==> src/rtl/gshare_predictor_if.sv <==
// Fetch-side prediction and EX-side resolution signals of the gshare predictor.
// The pipeline is the master; the predictor is the slave.
interface gshare_predictor_if #(
    parameter int INDEX_WIDTH = 6,
    parameter int HIST_WIDTH  = 6
);
    logic                   pred_valid;
    logic [31:0]            pc;
    logic                   stall;
    logic                   pred_taken;
    logic [INDEX_WIDTH-1:0] pred_index;
    logic [HIST_WIDTH-1:0]  pred_ghr;
    logic                   res_valid;
    logic [INDEX_WIDTH-1:0] res_index;
    logic [HIST_WIDTH-1:0]  res_ghr;
    logic                   res_taken;
    logic                   res_mispredict;

    modport master (
        output pred_valid, pc, stall,
        output res_valid, res_index, res_ghr, res_taken, res_mispredict,
        input  pred_taken, pred_index, pred_ghr
    );

    modport slave (
        input  pred_valid, pc, stall,
        input  res_valid, res_index, res_ghr, res_taken, res_mispredict,
        output pred_taken, pred_index, pred_ghr
    );
endinterface

==> src/rtl/gshare_predictor.sv <==
// gshare predictor: PHT of saturating counters indexed by pc ^ speculative GHR,
// swept to weakly-not-taken after reset. Define GSHARE_STATS_EN for branch/mispredict counters.
module gshare_predictor #(
    parameter int INDEX_WIDTH = 6,
    parameter int HIST_WIDTH  = 6,
    parameter int CNT_WIDTH   = 2
) (
    input  logic              clk,
    input  logic              rst,
    output logic              ready,
    gshare_predictor_if.slave bp,
    output logic [31:0]       stat_branches,
    output logic [31:0]       stat_mispredicts
);
    localparam int DEPTH = 1 << INDEX_WIDTH;
    localparam logic [CNT_WIDTH-1:0]   CNT_WNT  = CNT_WIDTH'((1 << (CNT_WIDTH - 1)) - 1);
    localparam logic [CNT_WIDTH-1:0]   CNT_MAX  = '1;
    localparam logic [INDEX_WIDTH-1:0] PTR_LAST = INDEX_WIDTH'(DEPTH - 1);

    typedef enum logic {INIT, RUN} state_t;

    state_t                 state, state_next;
    logic [INDEX_WIDTH-1:0] init_ptr;
    logic [HIST_WIDTH-1:0]  spec_ghr;
    logic [CNT_WIDTH-1:0]   pht [DEPTH];

    logic [INDEX_WIDTH-1:0] index;
    logic [CNT_WIDTH-1:0]   res_cnt, res_cnt_next;
    logic                   pht_we;
    logic [INDEX_WIDTH-1:0] pht_waddr;
    logic [CNT_WIDTH-1:0]   pht_wdata;
    logic                   do_repair, do_shift;
    logic                   unused_pc_bits;

    // NOTE: sequential state uses non-blocking assignments so every register
    // samples the pre-edge values, independent of process ordering.
    always_ff @(posedge clk) begin
        if (rst) state <= INIT;
        else     state <= state_next;
    end

    // NOTE: every always_comb output gets a default first so no path leaves it
    // unassigned, which would otherwise infer a latch.
    always_comb begin
        state_next = state;
        case (state)
            INIT:    if (init_ptr == PTR_LAST) state_next = RUN;
            RUN:     state_next = RUN;
            default: state_next = INIT;
        endcase
    end

    always_ff @(posedge clk) begin
        if (rst)                init_ptr <= '0;
        else if (state == INIT) init_ptr <= init_ptr + 1'b1;
    end

    assign ready = (state == RUN);

    assign index         = bp.pc[INDEX_WIDTH+1:2] ^ INDEX_WIDTH'(spec_ghr);
    assign bp.pred_index = index;
    assign bp.pred_ghr   = spec_ghr;
    assign bp.pred_taken = ready & pht[index][CNT_WIDTH-1];

    assign unused_pc_bits = ^{bp.pc[31:INDEX_WIDTH+2], bp.pc[1:0]};

    always_comb begin
        res_cnt      = pht[bp.res_index];
        res_cnt_next = res_cnt;
        if (bp.res_taken && res_cnt != CNT_MAX)        res_cnt_next = res_cnt + 1'b1;
        else if (!bp.res_taken && res_cnt != '0)       res_cnt_next = res_cnt - 1'b1;
    end

    // The sweep owns the single write port during INIT; training owns it in RUN.
    assign pht_we    = !rst && (state == INIT || bp.res_valid);
    assign pht_waddr = (state == INIT) ? init_ptr : bp.res_index;
    assign pht_wdata = (state == INIT) ? CNT_WNT  : res_cnt_next;

    // NOTE: the PHT array has no reset branch; the INIT sweep clears it, which
    // keeps it mappable to plain RAM instead of DEPTH resettable flops.
    always_ff @(posedge clk) begin
        if (pht_we) pht[pht_waddr] <= pht_wdata;
    end

    assign do_repair = ready && bp.res_valid && bp.res_mispredict;
    assign do_shift  = ready && bp.pred_valid && !bp.stall;

    // Truncating {hist, bit} covers HIST_WIDTH == 1 without a separate slice.
    always_ff @(posedge clk) begin
        if (rst)            spec_ghr <= '0;
        else if (do_repair) spec_ghr <= HIST_WIDTH'({bp.res_ghr, bp.res_taken});
        else if (do_shift)  spec_ghr <= HIST_WIDTH'({spec_ghr, bp.pred_taken});
    end

`ifdef GSHARE_STATS_EN
    always_ff @(posedge clk) begin
        if (rst) begin
            stat_branches    <= '0;
            stat_mispredicts <= '0;
        end else if (ready && bp.res_valid) begin
            if (stat_branches != '1) stat_branches <= stat_branches + 1'b1;
            if (bp.res_mispredict && stat_mispredicts != '1)
                stat_mispredicts <= stat_mispredicts + 1'b1;
        end
    end
`else
    assign stat_branches    = '0;
    assign stat_mispredicts = '0;
`endif
endmodule

==> src/flat_wrapper.sv <==
// flat-port wrapper written by rule: the top's interface ports become plain ports
module gshare_predictor_flat 
#(
    parameter int INDEX_WIDTH = 6,
    parameter int HIST_WIDTH  = 6,
    parameter int CNT_WIDTH   = 2
)
  (clk, rst, ready, stat_branches, stat_mispredicts, bp_pred_valid, bp_pc, bp_stall, bp_res_valid, bp_res_index, bp_res_ghr, bp_res_taken, bp_res_mispredict, bp_pred_taken, bp_pred_index, bp_pred_ghr);
  gshare_predictor_if #(.INDEX_WIDTH(INDEX_WIDTH), .HIST_WIDTH(HIST_WIDTH)) bp_i ();
  input  logic clk;
  input  logic rst;
  output logic ready;
  output logic [31:0] stat_branches;
  output logic [31:0] stat_mispredicts;
  input wire logic [$bits(bp_i.pred_valid)-1:0] bp_pred_valid;
  input wire logic [$bits(bp_i.pc)-1:0] bp_pc;
  input wire logic [$bits(bp_i.stall)-1:0] bp_stall;
  input wire logic [$bits(bp_i.res_valid)-1:0] bp_res_valid;
  input wire logic [$bits(bp_i.res_index)-1:0] bp_res_index;
  input wire logic [$bits(bp_i.res_ghr)-1:0] bp_res_ghr;
  input wire logic [$bits(bp_i.res_taken)-1:0] bp_res_taken;
  input wire logic [$bits(bp_i.res_mispredict)-1:0] bp_res_mispredict;
  output wire logic [$bits(bp_i.pred_taken)-1:0] bp_pred_taken;
  output wire logic [$bits(bp_i.pred_index)-1:0] bp_pred_index;
  output wire logic [$bits(bp_i.pred_ghr)-1:0] bp_pred_ghr;
  assign bp_i.pred_valid = bp_pred_valid;
  assign bp_i.pc = bp_pc;
  assign bp_i.stall = bp_stall;
  assign bp_i.res_valid = bp_res_valid;
  assign bp_i.res_index = bp_res_index;
  assign bp_i.res_ghr = bp_res_ghr;
  assign bp_i.res_taken = bp_res_taken;
  assign bp_i.res_mispredict = bp_res_mispredict;
  assign bp_pred_taken = bp_i.pred_taken;
  assign bp_pred_index = bp_i.pred_index;
  assign bp_pred_ghr = bp_i.pred_ghr;
  gshare_predictor #(.INDEX_WIDTH(INDEX_WIDTH), .HIST_WIDTH(HIST_WIDTH), .CNT_WIDTH(CNT_WIDTH)) u_core (.clk(clk), .rst(rst), .ready(ready), .bp(bp_i), .stat_branches(stat_branches), .stat_mispredicts(stat_mispredicts));
endmodule
==> config.mk <==
export PLATFORM = sky130hd
export DESIGN_NAME = gshare_predictor_flat
export DESIGN_NICKNAME = d
export VERILOG_FILES = /design/src/rtl/gshare_predictor_if.sv /design/src/rtl/gshare_predictor.sv /design/src/flat_wrapper.sv
export SDC_FILE = /design/constraint.sdc
export NUM_CORES = 1
export LEC_CHECK = 0
export CORE_MARGIN = 5
export CORE_UTILIZATION = 57
export DETAILED_ROUTE_END_ITERATION = 10
export HOLD_SLACK_MARGIN = 0.05
export PLACE_DENSITY = 0.87
export SYNTH_ARGS = -nofsm -noshare
export SYNTH_HDL_FRONTEND = slang
export SYNTH_SLANG_ARGS = --single-unit
==> constraint.sdc <==
create_clock -name clk -period 24 [get_ports clk]
set_input_delay 7.2 -clock clk [delete_from_list [all_inputs] [get_ports clk]]
set_output_delay 7.2 -clock clk [all_outputs]
set_load 0.01 [all_outputs]
* Yosys cells after proc, flatten, opt, wreduce, memory -nomap -nowiden
Memories as Yosys holds them, arrays and structs flattened.
Cells that the tools add are included.
** Word-level totals
- Bits in registers :: 13
- Latch bits :: 0
- Bits in writable memories :: 128
- Bits in read-only memories :: 0
- Bits of input ports :: 51
- Output and inout bits :: 78
- Logic and storage cells :: 35
- Memories kept :: 1
** Memory list
- u_core.pht :: depth 64, bits a word 2, read ports 2, clocked after Yosys merged registers in 0, wr ports 1, line gshare_predictor.sv:25 : logic [CNT_WIDTH-1:0] pht [DEPTH];
** Cells by class
- Add/sub/neg operators :: 3
- Multiply operators :: 0
- Div/mod/pow operators :: 0
- Magnitude comparators :: 0
- Eq/ne operators :: 2
- Shifts and indexed selects :: 0
- Muxes and demuxes :: 10
- Bitwise operators :: 3
- Reductions and logical operators :: 13
** Operator list (number)
- $mux 6 :: 3
- $logic_and 1x1->1 :: 7
- $add 6x1->6 const B :: 1
- $eq 6x6->1 const B :: 1
- $mux 2 :: 3
- $xor 6x6->6 :: 1
- $reduce_bool 2->1 :: 2
- $logic_not 1->1 :: 3
- $mux 1 :: 3
- $add 2x1->2 const B :: 1
- $ne 2x2->1 const B :: 1
- $pmux 1 s2 :: 1
- $sub 2x1->2 const B :: 1
- $and 1x1->1 :: 1
- $logic_or 1x1->1 :: 1
- $not 1->1 :: 1

* Depth between registers and ports, before layout
Gate-level depths: netlist of run 1.
An unclocked memory read counts as a cell.
- Word-level depth :: 6
- Gate-level depth with buffers :: 13
- Depth with buffers taken out :: 10

* Least setup slack after synthesis of run 1
OpenSTA, ideal clock, no wires.
- Path kind :: input-to-output
- From :: in bp_pc[3]
- To :: out bp_pred_taken
- Data arrival time :: 9.046 ns
- Required time :: 16.800 ns
- Path slack :: 7.754 ns
- Cell stages on the path :: 7
- Path buffers :: 1
- Path through :: xor2_1 -> buf_4 -> mux4_2 -> o211ai_1 -> nand3b_1 -> nor4_1 -> nor3_1
** On the way
- Cells in the longest elaborated chain, start to end :: 3
** Ends and longest elaborated chain
- start: declaration :: line flat_wrapper.sv:16 : input wire logic [$bits(bp_i.pc)-1:0] bp_pc;
- $xor 6x6->6 :: line gshare_predictor.sv:60 : assign index = bp.pc[INDEX_WIDTH+1:2] ^ INDEX_WIDTH'(spec_ghr);
- via bp_pred_index[1] :: line flat_wrapper.sv:24 : output wire logic [$bits(bp_i.pred_index)-1:0] bp_pred_index;
- $mem_v2 64x2
- $and 1x1->1 :: line gshare_predictor.sv:63 : assign bp.pred_taken = ready & pht[index][CNT_WIDTH-1];
- end: declaration :: line flat_wrapper.sv:23 : output wire logic [$bits(bp_i.pred_taken)-1:0] bp_pred_taken;
The timed path passes the listed nets, and every way through them passes these cells.

* Final worst setup path of run 1
- From :: in bp_pc[3]
- To :: out bp_pred_taken
** On the way
- Cells in the longest elaborated chain, start to end :: 3
** Ends and longest elaborated chain (line)
- $xor 6x6->6 :: gshare_predictor.sv:60
- $mem_v2 64x2
- $and 1x1->1 :: gshare_predictor.sv:63
No other way between the ends.

==> summary.md, run 1 <==
| Metric | Value |
|---|---|
| Total gr overflow | `0` |
| Core outline area | `0.01216 mm2` |
| Post-synthesis sequential area ratio | `57.48%` |
| Final cycle utilization of the critical path | `72.72%` |
| Complex-gate fraction of the synthesized area | `4.679%` |
| Setup Viol. Count Final | `0` |
| Mean post-synth cell area | `14.17 um2` |
| Slew margin rel. | `54.25%` |
| Chip Width | `121.9 um` |
| Sequential Area | `0.004104 mm2` |
| Flop-to-flop setup slack | `20280 ps` |
| Critical Path AT | `10250 ps` |
| CTS HTree Levels | `4` |
| Crit-path max FO | `17` |
| Layout area overhead | `11.88%` |
| Min cycle time layout | `17450 ps` |
| Synth Register Bits | `141` |
| Fin. max-slew vios | `0` |
| Worst EP required | `16800 ps` |
| RSZ-0062 raised after global routing | `false` |
| Hold crit path type | `reg2reg` |
| Drt wl/cell | `22.41 um` |
| CTS tree | `yes` |
| Port Buf Inserts | `37` |
| Hold Vio Cnt, Final | `0` |
| # rows | `40` |
| Layout cells sized above 1 | `14.34%` |
| Pre-Repair DR Iteration Count | `8` |
| Fillcell total | `819` |
| Reg-to-Reg End | `u_core.pht[4][0]` |
| Synth cell types | `44` |
| CP Launch Type | `input port` |
| CTS sink cnt | `141` |
| Post-Route WL | `16270 um` |
| Final setup margin | `6547 ps` |
| Hold Buf Count CTS | `0` |
| FF-to-FF Start | `u_core.pht[28][1]` |
| Synth Area in XOR/XNOR | `1.349%` |
| DRC | `0` |
| Root buf cell | `clkbuf_16` |
| Metal3 WL | `2126 um` |
| Simple-gate portion of the synthesized area | `8.219%` |
| Die ar. | `0.01486 mm2` |
| DR top layer | `met4` |
| Fmax | `57.30 MHz` |
| M1 WL | `5631 um` |
| Multiplexer share of the synthesized area | `19.28%` |
| Setup tns final | `0 ps` |
| Worst R2R Path Depth | `11` |
| Worst VDD drop | `0.00005235 V` |
| Worst slew pin tran | `686.3 ps` |
| Starting Density | `58.70%` |
| Global-route wire length before repair | `24850 um` |
| Gpl congestion | `0.9150` |
| Number of synthesized flops with an enable pin | `128` |
| Placed wire-length estimate | `10720 um` |
| DIE HEIGHT | `121.9 um` |
| Worst-skew pair later-pin latency | `420 ps` |
| Layout Skew | `10.55 ps` |
| Via density | `6.153` |
| Synth warn | `0` |
| Total GRT Usage | `22.98%` |
| Largest net degree at the start of global routing | `65` |
| Ports | `129` |
| Crit end category | `output port` |
| Setup crit start | `bp_pc[3]` |
| Nets | `599` |
| Cell area after synthesis | `0.007139 mm2` |
| Status | `finished clean` |
| Multi-input logic area | `0.002693 mm2` |
| Antenna-violating nets left | `0` |
| Total CTS buffers | `17` |
| # diodes | `0` |
| Cell Count, Final, Fillers Out | `726` |
| Asr flop ratio synth | `0%` |
| Detailed-route via count | `4467` |
| # resized after CTS | `0` |
| Setup slack at placement | `6669 ps` |
| Main combinational cell family by area after synthesis | `multiplexers` |
| DRT iter0 DRCs | `451` |
| Top_reg_cell synth | `edfxtp_1` |
| Most frequent cells in the layout | `edfxtp_1, nor2_1, conb_1` |
| MaxCap Viol Count | `0` |
| Crit path capture | `bp_pred_taken` |
| Placed cell count | `694` |
| Clock buffer depth | `2` |
| Post-CTS setup buffer count | `0` |
| Commonest non-fill, non-tap cell in the layout | `edfxtp_1` |
| Vias in the first global route | `4383` |
| Initial antenna violation count | `0` |
| Adder-Cell Fraction of Synth Area | `0.5258%` |
| Met2 routed WL | `7911 um` |
| CP Class | `in2out` |
| Power Density | `68.89 mW/mm2` |
| Leak | `2.863 nW` |
| CTS clock-pin slew for the worst setup and hold paths | `60 ps` |
| Post-Synthesis Cells | `504` |
==> Yosys cell counts (4+ instances only) <==
cell / count / area [um2]
mux2i_1: 16 / 160.2
a22oi_1: 9 / 67.56
inv_1: 4 / 15.01
mux4_1: 9 / 236.5
edfxtp_1: 128 / 3844
nand2_1: 29 / 108.9
dfxtp_1: 13 / 260.3
xor2_1: 8 / 70.07
o21ai_0: 7 / 35.03
buf_4: 65 / 488.0
mux4_2: 43 / 968.4
nand3_1: 7 / 35.03
clkbuf_1: 13 / 48.80
nor2_1: 82 / 307.8
nor2b_1: 4 / 25.02
a211oi_1: 7 / 52.55
a21oi_1: 9 / 45.04
nor3_1: 5 / 25.02
==> worst max-delay path, cell delays in order <==
cell             delay [ps]
clkdlybuf4s50_1         500
xor2_2                  130
buf_4                   340
mux4_1                  660
mux2i_1                 340
nor3_1                   90
nor4_1                  370
nor3_1                  100
clkdlybuf4s50_1         510
==> area by class of cell <==
cell class              instances  area share [%]
clock buffers                  21           5.514
clock inverters                11           1.253
inverters                       4          0.1880
multi-input cells             336           33.71
flip-flops and latches        141           51.38
well taps                     168           2.632
repair buffers                 45           5.326
==> stage by stage <==
| step | instance area, um2 | total power, mW | util [%] | hold slack (ps) |
|---|---|---|---|---|
| 4_1_cts | 7988 | 0.5515 | 65.68 | 520.0 |
| 3_3_place_gp | 7447 | 0.3101 | 61.23 | 506.4 |
| 6_report | 7988 | 0.5502 | 65.68 | 530.2 |
| 3_5_place_dp | 7447 | 0.3113 | 61.23 | 513.4 |
| 5_1_grt | 7988 | 0.5677 | 65.68 | 542.5 |
| 2_1_floorplan | 7376 | 0.3063 | - | 481.2 |
==> cell families after synthesis <==
kind of cell	Yosys count
adder cells (fa/ha/maj)	3
multiplexers	69
other	1
AO/OA/AOI/OAI	49
XOR/XNOR	11
AND/OR/NAND/NOR	140
flip-flops	141
buffers and inverters	90
==> how the worst min path moves through the flow <==
stage                             from                 end  slack (ps)  cells after the start
floorplan           u_core.init_ptr[5]  u_core.init_ptr[5]         480                      2
global placement    u_core.init_ptr[5]  u_core.init_ptr[5]         510                      2
detailed placement  u_core.init_ptr[5]  u_core.init_ptr[5]         510                      2
CTS                 u_core.init_ptr[5]  u_core.init_ptr[5]         520                      2
global route        u_core.init_ptr[5]  u_core.init_ptr[5]         540                      2
finish              u_core.init_ptr[5]  u_core.init_ptr[5]         530                      2
==> routing by layer <==
metal  global-route usage (%)  vias up
li1                         -     1878
met1                    28.17     2201
met2                    36.84      340
met3                    8.357       48
met4                    10.15        0
met5                        0        -
==> where the power goes <==
| group | total [mW] | switching, mW | leakage, nW | internal, mW |
|---|---|---|---|---|
| Combinational | 0.0414 | 0.0242 | 1.23 | 0.0171 |
| Clock | 0.243 | 0.0927 | 0.268 | 0.150 |
| Sequential | 0.266 | 0.00110 | 1.37 | 0.265 |
==> flip-flops by register name (all words and copies together) (netlist names) <==
register	count
u_core.ready	1
u_core.bp.pred_ghr	6
u_core.pht	128
u_core.init_ptr	6
(Power assumes the default switching activity.)
==> run 2, diff against run 1 <==
CORE_UTILIZATION = 53   (was 57)
PLACE_DENSITY = 0.82   (was 0.87)
clock period = 16.6 ns   (was 24 ns; I/O delays follow)
==> run 2 against run 1 <==
  * Setup slack worse by 2900 ps
  * Largest power group unchanged
  * First-iteration DRC count rose by 10%
  * Critical path type unchanged
  * Global-route usage down 2.4 points
  * Critical endpoint unchanged
  * Total power grew 49%
  * Routed wire length is 0.37% lower
  * Sequential share of layout area fell by 0.37 points
  * Hold slack gained 27 ps
  * Non-clock buffer count unchanged
  * Clock power rose by 55%
  * Die area up 6.9%
==> summary.md, run 2 (synthesis gave the netlist of run 1 again) <==
| Metric | Value |
|---|---|
| Status | `finished clean` |
| CTS tree | `yes` |
| Crit-path max FO | `17` |
| Post-Route WL | `16210 um` |
| Layout cells sized above 1 | `14.87%` |
| Worst VDD drop | `0.00007311 V` |
| Die ar. | `0.01589 mm2` |
| CP Class | `in2out` |
| Layout area overhead | `12.69%` |
| # rows | `42` |
| # diodes | `0` |
| Root buf cell | `clkbuf_16` |
| Initial antenna violation count | `0` |
| Slowest cell on crit path | `mux4_1` |
| Clock buffer depth | `2` |
| Chip Width | `126.1 um` |
| Most frequent cells in the layout | `edfxtp_1, nor2_1, conb_1` |
| Worst slew pin tran | `679.6 ps` |
| CP Launch Type | `input port` |
| Critical Path AT | `7980 ps` |
| Largest net degree at the start of global routing | `65` |
| Hold Buf Count CTS | `0` |
| Drt wl/cell | `22.08 um` |
| Crit end category | `output port` |
| Pre-Repair DR Iteration Count | `7` |
| Vias in the first global route | `4353` |
| Global-route wire length before repair | `24590 um` |
| Worst path buffer plus inverter count | `3` |
| Ports | `129` |
| DIE HEIGHT | `126.1 um` |
| Slowest stage delay, CP | `600 ps` |
| Fin. max-slew vios | `0` |
| Top reg by flops | `u_core.pht` |
| DRT iter0 DRCs | `498` |
| Antenna-violating nets left | `0` |
| Min cycle time layout | `12960 ps` |
| Detailed-route via count | `4421` |
| Total GRT Usage | `20.63%` |
| Tot Pwr | `820.7 uW` |
| Layout Skew | `7.996 ps` |
| CTS clock-pin slew for the worst setup and hold paths | `60 ps` |
| Slew margin rel. | `54.69%` |
| Crit path cell chain | `clkdlybuf4s50_1 -> xor2_2 -> buf_4 -> mux4_1 -> mux2i_1 -> nor3_1 -> nor4_1 -> nor3_1 -> clkdlybuf4s50_1` |
| Leak | `2.872 nW` |
| Final cycle utilization of the critical path | `78.09%` |
| Commonest non-fill, non-tap cell in the layout | `edfxtp_1` |
| Placed wire-length estimate | `10640 um` |
| Power Density | `102.0 mW/mm2` |
| RSZ-0062 raised after global routing | `false` |
| Via density | `6.023` |
| MaxCap Viol Count | `0` |
| Max reg flops | `128` |
| Total gr overflow | `0` |
| Core outline area | `0.01324 mm2` |
| Gpl congestion | `0.9485` |
| Starting Density | `53.91%` |
| Total CTS buffers | `17` |
| Worst EP required | `11620 ps` |
| Delay-heaviest family, CP | `buffers and inverters` |
| Hold Vio Cnt, Final | `0` |
| Hold slack | `556.9 ps` |
| Final Core Density | `60.75%` |
| CTS sink cnt | `141` |
| Hold crit path type | `reg2reg` |
| Fmax | `77.14 MHz` |
| Worst-skew pair later-pin latency | `420 ps` |
| DRC | `0` |
| Setup tns final | `0 ps` |
| # resized after CTS | `0` |
| Post-CTS setup buffer count | `0` |
| Setup Viol. Count Final | `0` |
| Port Buf Inserts | `37` |
| CTS HTree Levels | `4` |
| Nets | `599` |
## run 2: changes by cell type in the layout (fill, tap and decap cells not counted)
cell,change
clkinv_4,+1
inv_6,+1
clkbuf_1,-2
bufinv_16,+1
xor2_1,-1
clkinvlp_4,+2
clkinv_2,-3
xor2_2,+1
## run 2: per-layer routing
layer	GRT usage, %	wire length [um]	vias up	share of wire (%)
li1	-	-	1883	-
met1	26.92	6212	2181	38
met2	31.77	7612	310	47
met3	5.927	1803	47	11
met4	10.47	579	0	3.6
met5	0	0	-	0
## run 2: final timing paths
| check | to | start | cells after the start | slack (ps) |
|---|---|---|---|---|
| worst min-delay path | u_core.init_ptr[2] | u_core.init_ptr[2] | 2 | 560 |
| worst max register to register | u_core.pht[46][0] | u_core.pht[31][0] | 9 | 13200 |
| worst max-delay path | bp_pred_taken | bp_pc[3] | 9 | 3640 |
| worst min register to register | u_core.init_ptr[2] | u_core.init_ptr[2] | 2 | 560 |
## run 2: power breakdown
part / switching, mW / leakage, nW / internal [mW]
registers: 0.00157 / 1.37 / 0.383
clock network: 0.142 / 0.277 / 0.234
logic: 0.0355 / 1.23 / 0.0248
total: 0.179 / 2.87 / 0.641
## run 2: final cells by class
class	instances	area, um2
fillers	942	5197
inverters	4	15.01
multi-input cells	336	2700
clock buffers	19	432.9
repair buffers	45	425.4
clock inverters	13	147.6
well taps	176	220.2
flip-flops and latches	141	4104
## run 2: through the flow
| stage | instances | area, um2 | setup slack (ps) |
|---|---|---|---|
| final | 734 | 8045 | 3637 |
| after global routing | 734 | 8045 | 3514 |
| after CTS | 734 | 8045 | 3656 |
| after detailed placement | 702 | 7465 | 3677 |
| after global placement | 702 | 7465 | 3692 |
| after floorplan | 567 | 7376 | 4794 |
## run 2: worst min-delay path: stages, from the launching register on
cell and delay, ps:
dfxtp_1 330, xnor2_1 150, nor2_1 40
==> run 3, diff against run 2 <==
CORE_UTILIZATION = 48   (was 53)
PLACE_DENSITY = 0.78   (was 0.82)
clock period = 11 ns   (was 16.6 ns; I/O delays follow)
==> run 3 against run 2 <==
  * Via count decreased by 0.70%
  * Final area is 0.17% higher
  * Sequential power increased by 51%
  * Setup slack worse by 2500 ps
  * Non-clock buffer count up 1
  * Combinational power rose by 51%
  * Clock skew up 1.3 ps
  * Global-route usage down 1.8 points
  * Cell count is 1.2% higher
  * Utilization shrank 5.3 points
  * First-iteration DRC count down 0.40%
==> summary.md, run 3 (synthesis gave the netlist of run 1 again) <==
| Metric | Value |
|---|---|
| Hold depth | `2` |
| Cell Count, Final, Fillers Out | `743` |
| # resized after CTS | `0` |
| Slowest cell on crit path | `mux4_1` |
| Clock buffer depth | `2` |
| Total gr overflow | `0` |
| Delay-heaviest family, CP | `buffers and inverters` |
| Commonest non-fill, non-tap cell in the layout | `edfxtp_1` |
| Min cycle time layout | `9821 ps` |
| Slew margin rel. | `52.99%` |
| # diodes | `0` |
| Sw Share | `22.88%` |
| Global-route wire length before repair | `24920 um` |
| Critical Path AT | `6520 ps` |
| Layout cells sized above 1 | `15.56%` |
| Worst slew pin tran | `705.1 ps` |
| Crit end category | `output port` |
| CTS HTree Levels | `4` |
| Core outline area | `0.01453 mm2` |
| Slowest stage delay, CP | `650 ps` |
| Antenna-violating nets left | `0` |
| Top reg by flops | `u_core.pht` |
| Leak | `2.877 nW` |
| Vias in the first global route | `4347` |
| Die ar. | `0.01741 mm2` |
| MaxCap Viol Count | `0` |
| Status | `finished clean` |
| Largest net degree at the start of global routing | `65` |
| Hold crit path type | `reg2reg` |
| Sequential share of power | `46.9%` |
| Worst VDD drop | `0.0001070 V` |
| Pre-Repair DR Iteration Count | `5` |
| Crit-path max FO | `8` |
| Power Density | `153.3 mW/mm2` |
| Most frequent cells in the layout | `edfxtp_1, nor2_1, conb_1` |
| Critical Path Stages | `9` |
| Fillcell total | `1085` |
| CTS clock-pin slew for the worst setup and hold paths | `60 ps` |
| Gpl congestion | `0.8795` |
| Hold Vio Cnt, Final | `0` |
| Fmax | `101.8 MHz` |
| Detailed-route via count | `4390` |
| Via density | `5.908` |
| DRC | `0` |
| Worst EP required | `7700 ps` |
| Worst-skew pair later-pin latency | `420 ps` |
| # rows | `44` |
| Hold slack | `556.6 ps` |
| Drt wl/cell | `22.08 um` |
| Layout area overhead | `12.88%` |
| Hold Buf Count CTS | `0` |
| Comb power frac | `7.4%` |
| CP Class | `in2out` |
| DRT iter0 DRCs | `496` |
| Setup tns final | `0 ps` |
| DIE HEIGHT | `132.0 um` |
| Total CTS buffers | `17` |
| Max reg flops | `128` |
| Psw | `282.7 uW` |
| Fin. max-slew vios | `0` |
| Post-CTS setup buffer count | `0` |
| Nets | `600` |
| CTS tree | `yes` |
| Setup Viol. Count Final | `0` |
| Starting Density | `49.12%` |
| CP Launch Type | `input port` |
| CTS sink cnt | `141` |
| Crit path cell chain | `clkdlybuf4s50_1 -> xor2_2 -> buf_4 -> mux4_1 -> o21ai_0 -> a21oi_1 -> nor4_1 -> nor3_1 -> clkdlybuf4s50_1` |
| Root buf cell | `clkbuf_16` |
| Layout Skew | `9.311 ps` |
| Total GRT Usage | `18.82%` |
| Placed cell count | `711` |
| Chip Width | `132.0 um` |
| Internal | `952.8 uW` |
| Worst path buffer plus inverter count | `3` |
| Initial antenna violation count | `0` |
| Port Buf Inserts | `37` |
| Ports | `129` |
| RSZ-0062 raised after global routing | `false` |
| Post-Route WL | `16400 um` |
| Critical path's most frequent cell | `clkdlybuf4s50_1` |
| Final cycle utilization of the critical path | `89.28%` |
| Clock power frac | `45.7%` |
| Worst R2R Path Depth | `9` |
| Placed wire-length estimate | `10740 um` |
## run 3: layer usage
metal / share of wire, % / wire length (um) / vias to the layer above / GRT usage, %
met2: 48 / 7910 / 303 / 30.12
met1: 38 / 6206 / 2168 / 23.94
met5: 0 / 0 / - / 0
li1: - / - / 1875 / -
met4: 2.7 / 438 / 0 / 7.143
met3: 11 / 1849 / 44 / 6.221
## run 3: power groups by stage
stage	logic [mW]	clock network [mW]	registers, mW
3_3_place_gp	0.0871	0	0.591
3_5_place_dp	0.0888	0	0.591
2_1_floorplan	0.0787	0	0.590
6_report	0.0909	0.565	0.580
5_1_grt	0.0971	0.597	0.580
4_1_cts	0.0898	0.572	0.580
## run 3: area by class of cell
type | instances | area [um2] | area share [%]
Tap cell | 184 | 230.2 | 2.857
Multi-Input combinational cell | 336 | 2693 | 33.41
Clock inverter | 14 | 155.1 | 1.925
Sequential cell | 141 | 4104 | 50.92
Timing Repair Buffer | 46 | 432.9 | 5.372
Inverter | 4 | 15.01 | 0.1863
Clock buffer | 18 | 429.2 | 5.325
## run 3: path summary, 6_finish.rpt
check | startpoint | to | slack, ps
setup / recovery | bp_pc[3] | bp_pred_taken | 1180
hold / removal | u_core.init_ptr[2] | u_core.init_ptr[2] | 560
setup reg to reg | u_core.pht[46][0] | u_core.pht[22][0] | 7600
hold reg to reg | u_core.init_ptr[2] | u_core.init_ptr[2] | 560
## run 3: worst reg2reg max path: stages (launching register included)
cell	delay (ps)
edfxtp_1	370
mux4_2	510
mux4_2	500
mux2i_1	190
mux2i_1	210
ha_1	270
mux2i_1	340
xnor2_1	120
nand2_1	90
buf_4	490
## run 3: through the flow
stage                     total power, mW  setup slack [ps]  instance area (um2)  utilization [%]
after detailed placement           0.6800              1194                 7475            51.43
after CTS                           1.242              1169                 8059            55.45
after floorplan                    0.6683              2399                 7376                -
after global routing                1.274              1021                 8059            55.45
final                               1.236              1179                 8059            55.45
after global placement             0.6781              1246                 7475            51.43
